===== config.mk =====
export PLATFORM = sky130hd
export DESIGN_NAME = bcd_display_mux
export DESIGN_NICKNAME = d
export VERILOG_FILES = /design/src/rtl/bcd_display_mux.sv
export SDC_FILE = /design/constraint.sdc
export NUM_CORES = 1
export LEC_CHECK = 0
export CORE_MARGIN = 3
export CORE_UTILIZATION = 35
export CTS_CLUSTER_DIAMETER = 30
export DETAILED_ROUTE_END_ITERATION = 7
export GPL_ROUTABILITY_DRIVEN = 0
export SYNTH_ARGS = -nofsm -noshare
export SYNTH_HDL_FRONTEND = slang
export SYNTH_SLANG_ARGS = --single-unit

===== constraint.sdc =====
create_clock -name clk -period 2.3 [get_ports clk]
set_input_delay 0.575 -clock clk [delete_from_list [all_inputs] [get_ports clk]]
set_output_delay 0.575 -clock clk [all_outputs]
set_load 0.05 [all_outputs]

===== src/rtl/bcd_display_mux.sv =====
// Time-multiplexed common-anode 7-segment driver for an N-digit BCD sum plus carry.
// Latches sum/carry on load; scans N+1 positions with leading-zero blanking and a frame pulse.
module bcd_display_mux #(
   parameter int unsigned N        = 4,
   parameter int unsigned PRESCALE = 100000
) (
   input  logic           clk,
   input  logic           reset_n,
   input  logic           load,
   input  logic [4*N-1:0] sum,
   input  logic           c_out,
   output logic [N:0]     an,
   output logic [6:0]     seg,
   output logic           frame
);

   localparam int unsigned KW = $clog2(N + 1);
   localparam int unsigned PW = (PRESCALE > 1) ? $clog2(PRESCALE) : 1;
   localparam logic [KW-1:0] KLast = KW'(N);
   localparam logic [PW-1:0] PLast = PW'(PRESCALE - 1);

   localparam logic [6:0] SegBlank = 7'b1111111;
   localparam logic [6:0] SegDash  = 7'b0111111;
   localparam logic [6:0] SegOne   = 7'b1111001;

   logic [4*N-1:0] d_q, d_d;
   logic           c_q, c_d;
   logic [PW-1:0]  p_q, p_d;
   logic [KW-1:0]  k_q, k_d;
   logic [N:0]     an_q, an_d;
   logic [6:0]     seg_q, seg_d;
   logic           frame_q, frame_d;

   logic [N-1:0]   blank_vec;
   logic           zero_run;
   logic [3:0]     nib;
   logic           blk;

   function automatic logic [6:0] decode(input logic [3:0] v);
      logic [6:0] s;
      unique case (v)
         4'd0:    s = 7'b1000000;
         4'd1:    s = 7'b1111001;
         4'd2:    s = 7'b0100100;
         4'd3:    s = 7'b0110000;
         4'd4:    s = 7'b0011001;
         4'd5:    s = 7'b0010010;
         4'd6:    s = 7'b0000010;
         4'd7:    s = 7'b1111000;
         4'd8:    s = 7'b0000000;
         4'd9:    s = 7'b0010000;
         default: s = SegDash;
      endcase
      return s;
   endfunction

   always_comb begin
      p_d = p_q + 1'b1;
      k_d = k_q;
      if (p_q == PLast) begin
         p_d = '0;
         k_d = (k_q == KLast) ? '0 : k_q + 1'b1;
      end
      d_d = load ? sum : d_q;
      c_d = load ? c_out : c_q;
   end

   always_comb begin
      // Walk from the MSB down; a digit stays blank while everything above it (carry included) is zero.
      blank_vec = '0;
      zero_run  = ~c_q;
      for (int i = N - 1; i >= 0; i--) begin
         zero_run     = zero_run & (d_q[4*i +: 4] == 4'd0);
         blank_vec[i] = zero_run;
      end
      blank_vec[0] = 1'b0;

      nib = 4'd0;
      blk = 1'b0;
      an_d = '1;
      for (int i = 0; i <= N; i++) begin
         an_d[i] = (k_q != KW'(i));
      end
      for (int i = 0; i < N; i++) begin
         if (k_q == KW'(i)) begin
            nib = d_q[4*i +: 4];
            blk = blank_vec[i];
         end
      end

      if (k_q == KLast) begin
         seg_d = c_q ? SegOne : SegBlank;
      end else begin
         seg_d = blk ? SegBlank : decode(nib);
      end

      // an_q[N] low means the outputs currently show the carry position; reset state never pulses.
      frame_d = (k_q == '0) && !an_q[N];
   end

   always_ff @(posedge clk or negedge reset_n) begin
      if (!reset_n) begin
         d_q     <= '0;
         c_q     <= 1'b0;
         p_q     <= '0;
         k_q     <= '0;
         an_q    <= '1;
         seg_q   <= SegBlank;
         frame_q <= 1'b0;
      end else begin
         d_q     <= d_d;
         c_q     <= c_d;
         p_q     <= p_d;
         k_q     <= k_d;
         an_q    <= an_d;
         seg_q   <= seg_d;
         frame_q <= frame_d;
      end
   end

   assign an    = an_q;
   assign seg   = seg_q;
   assign frame = frame_q;

endmodule

After elaboration in Yosys (flattened, before gate mapping)
Memories as Yosys holds them, arrays and structs flattened.
Cells that the tools add are included.

operators by class
  $add $sub $neg = 2
  $mul = 0
  divide/modulo/power cells = 0
  order comparisons = 0
  eq/ne operators = 9
  shift-type cells = 0
  multiplexer cells = 12
  bitwise gates (word level) = 4
  reduce and logical (&&, ||, !) cells = 7

operator list
  kind                                                   count
  adder 17 x 1 -> 17 bit, second input constant          1
  equality test 17 bit, second input constant            1
  two-way mux 17 bit                                     1
  two-way mux 4 bit                                      4
  two-way mux 7 bit                                      2
  zero test 4 bit                                        3
  equality test 3 x 2 -> 1 bit, second input constant    2
  two-way mux 3 bit                                      2
  inequality test 3 x 2 -> 1 bit, second input constant  2
  adder 3 x 1 -> 3 bit, second input constant            1
  bitwise AND 1 bit                                      3
  equality test 3 x 1 -> 1 bit, second input constant    1
  equality test 3 bit, second input constant             1
  zero test 3 bit                                        1
  two-way mux 1 bit                                      3
  inequality test 3 x 1 -> 1 bit, second input constant  1
  inequality test 3 bit, second input constant           1
  nonzero test 3 bit                                     1
  logical AND 1 bit                                      1
  zero test 1 bit                                        1
  inverter 1 bit                                         1

storage, ports and cells
  register bits = 50
  latch bits = 0
  RAM bits = 0
  memory bits (read-only) = 112
  input port bits = 20
  logic and storage cells = 42
  memories kept = 1

memories
  memory           depth  width  read ports  clocked after Yosys merged registers in  write ports  RTL line  RTL
  (no name shown)  16     7      1           0                                        0            41        unique case (v)

Longest topological paths before layout
  depth in word-level cells = 9
  depth in mapped cells = 9
  gate-level depth less buffers = 9

Least setup slack after synthesis
No wires, ideal clock.

  path type = reg2reg
  start = register k_q[0]
  end = register seg_q[1] (netlist: seg[1])
  library setup time = 98 ps
  data arrival time = 2,085 ps
  data required time = 2,202 ps
  setup slack = 117 ps
  cell stages (with the launch flop) = 10
  buffers on the path = 0
  period minus slack after synthesis = 2,183 ps
  path through = dfrtp_1 inv_1 ha_1 nor2b_2 a221o_1 a32oi_4 inv_2 ha_1 nor2_1 a221oi_1

between the ends
  word-level cells in the longest chain between the ends = 8

ends and longest elaborated chain
  item                            RTL line  RTL
  start: declaration              29        logic [KW-1:0] k_q, k_d;
  start signal: assignment        114       k_q <= k_d;
  zero test 3 bit                 85        if (k_q == KW'(i)) begin
  two-way mux 4 bit (4 in a row)  85
  memory (16 x 7 bit)             n/a
  two-way mux 7 bit               94        seg_d = blk ? SegBlank : decode(nib);
  two-way mux 7 bit (*)           91        if (k_q == KLast) begin
  net seg_d[1]                    31        logic [6:0] seg_q, seg_d;
  end signal: assignment          108       seg_q <= SegBlank;
  end signal: assignment          116       seg_q <= seg_d;
  end: declaration                31

The timed path passes the listed nets; every way through them passes the cells marked *.
A chain may end at the register's enable or synchronous reset.

Final worst setup path
  start = register an_q[4] (netlist: an[4])
  end = output port an[4]

RTL lines
  item                      RTL line  RTL
  start: declaration        30        logic [N:0] an_q, an_d;
  start signal: assignment  115       an_q <= an_d;
  end: declaration          12        output logic [N:0] an,

No word-level cell between the ends.

==> flow_summary.json <==
{
  "status": "finished, final reports clean",
  "root_buffer": "clkbuf_8",
  "layout_common_cells": "38 x dfrtp_1, 31 x clkdlybuf4s50_1, 17 x mux2_2",
  "clk_pin_slew_worst_paths_ps": 90,
  "synth-seq-cells": 50,
  "vias_per_cell": 5.06,
  "core_area_mm2": 0.00639,
  "crit_slowest_cell": "clkdlybuf4s50_1",
  "insertion_delay_ps": 300,
  "worst_pin_slew_ps": 548,
  "globalRouteOverflowTotal": 0,
  "relSlewSlack_pct": 63.4,
  "avgRoutedWirePerCell_um": 14.2,
  "postLayoutSetupSlackWorst_ps": 83.1,
  "clockBufferDepth": 2,
  "die_x_um": 87.6,
  "holdBufCountCts": 0,
  "port-buffer-count": 32,
  "syn2layout_area_growth_pct": 28.3,
  "yosysSeqAreaShare_pct": 54.3,
  "die_y_um": 87.6,
  "ioPinCount": 33,
  "drv_slew": 0,
  "tns_ps": 0,
  "ant_nets": 0,
  "n_fill_cell": 592,
  "vias": 1619,
  "holdWs_ps": 259,
  "grt_max_degree": 28,
  "grt_pass1_vias": 1552,
  "rows": 29,
  "cts_tree": "yes",
  "grt_pass1_wl_um": 7650,
  "dp_slack_ps": 29.4,
  "cp.buffers_inverters": 1,
  "fin_nets": 269,
  "synth_cell_types": 44,
  "crit_path_start_kind": "flop",
  "first_pass_iters": 4,
  "routed_wl_um": 4560,
  "placedCellCount": 305,
  "drc": 0,
  "netlist.area_leader.share_pct": 40.8,
  "antenna_found_initial": 0,
  "track_usage_pct": 12.8,
  "avgSynthCellArea_um2": 12.0,
  "die_area_mm2": 0.00768,
  "place_area_mm2": 0.00278,
  "design_area_mm2": 0.00299,
  "slowest_delay_ps": 790,
  "antenna_cells": 0,
  "topRoutingLayerUsed": "met4",
  "synth_edf_count": 0,
  "synth_top_cell_by_area": "dfrtp_1",
  "critical_path.max_fanout": 2,
  "path_class": "flop to output pin",
  "fin_crit_ps": 2220,
  "syn-cell-area_mm2": 0.00233,
  "ctsHtreeMaxLevel": 2,
  "final_hold_viol_count": 0,
  "netlist_instances": 195,
  "ys_warn_count": 0,
  "fin_crit_sh_pct": 96.4,
  "drtIter0Drc": 122,
  "initial_core_util_pct": 36.5,
  "synthArstFlopShare_pct": 100,
  "cp.required_ps": 1730,
  "timing.fmax_mhz": 451,
  "final_cell_count_no_fill": 320,
  "met1Wirelength_um": 2250,
  "layout_commonest_cell": "dfrtp_1",
  "syn_nets": 222,
  "met2_wirelength_um": 2140,
  "hp-class": "input port to asynchronous set/reset pin",
  "synth_area_leaders": "dfrtp_1 41%, dfstp_2 14%, mux2_2 8.2%",
  "cp_top_family": "buffers and inverters",
  "synth_flop_cell": "dfrtp_1",
  "cp.arrival_ps": 1640,
  "crit_chain": "clkdlybuf4s50_1",
  "final-setup-viol-count": 0,
  "clock-sinks": 50,
  "met3_length_um": 106,
  "p_per_area_mw_per_mm2": 640,
  "dpl.hpwl_um": 3370,
  "p_leak_uw": 0.00124,
  "drv_cap": 0,
  "endpoint_kind": "output pin",
  "ir_drop_v": 0.000412,
  "finalClockSkew_ps": 11.4,
  "layout-drive-gt1-share_pct": 28.0,
  "cts_buffers": 5
}
power by group:
group	total, uW	internal [uW]	switching, uW
combinational	312	151	161
clock	628	355	273
sequential	975	942	33.4
logic make-up (layout without fill, tap and decap cells):
group / after synthesis / in the layout / synth area share [%]
AND/OR/NAND/NOR: 65 / 65 / 14.3
flip-flops: 50 / 50 / 54.3
AO/OA/AOI/OAI: 27 / 27 / 10.9
multiplexers: 19 / 19 / 9.07
XOR/XNOR: 15 / 15 / 5.63
buffers and inverters: 12 / 60 / 2.04
adder cells (fa/ha/maj): 7 / 7 / 3.76
final timing paths:
kind	start	to	slack [ps]	cells past startpoint
worst max-delay path	an[4]	an[4]	80	1
worst min-delay path	reset_n	frame	260	1
max in group asynchronous	reset_n	an[1]	1430	2
worst max register to register	k_q[1]	seg[1]	100	9
min in group clk	p_q[0]	p_q[0]	490	1
worst min register to register	p_q[0]	p_q[0]	490	1
layer usage:
metal	vias up	global-route usage, %
li1	791	-
met5	-	0
met1	795	18.3
met4	0	5.02
met2	28	19.6
met3	5	1.69
cell type report:
cell class,instances,area (um2),area share [%]
clock buffer,7,86.3,2.89
clock inverter,1,30.0,1.00
multi-input combinational,133,1060,35.3
sequential,50,1270,42.3
tap,77,96.3,3.22
timing repair buffer,46,433,14.5
inverter,6,22.5,0.753
cells in the mapped netlist (all sizes together), types with 2 or more instances:
cell type	count
nor4	3
dfrtp	38
a32oi	4
mux2	17
mux2i	2
clkbuf	4
nand2b	5
xnor2	8
xor2	7
dfstp	12
a21oi	3
nand3	10
a221o	4
nand3b	2
buf	2
inv	6
nor2b	2
and3	3
nand2	11
nor3	5
nand4	4
ha	7
a32o	3
o21ai	6
nor2	16
stage by stage:
step	total power, uW	util, %
floorplan	1170	-
global route	2010	46.8
global placement	1290	43.6
finish	1910	46.8
detailed placement	1290	43.6
CTS	1930	45.5
registers in the layout, indices dropped and copies added, names as in the netlist:
signal and cells:
seg 7, d_q 16, k_q 3, c_q 1
frame 1, p_q 17, an 5
what timing repair did:
action | 4_1_cts | 5_1_grt
gates cloned | 0 | 0
gates resized for setup | 1 | 7
setup buffers | 0 | 7
setup endpoints to repair | 1 | 1
pin swaps | 0 | 3
Power figures use the tool's default switching activity.
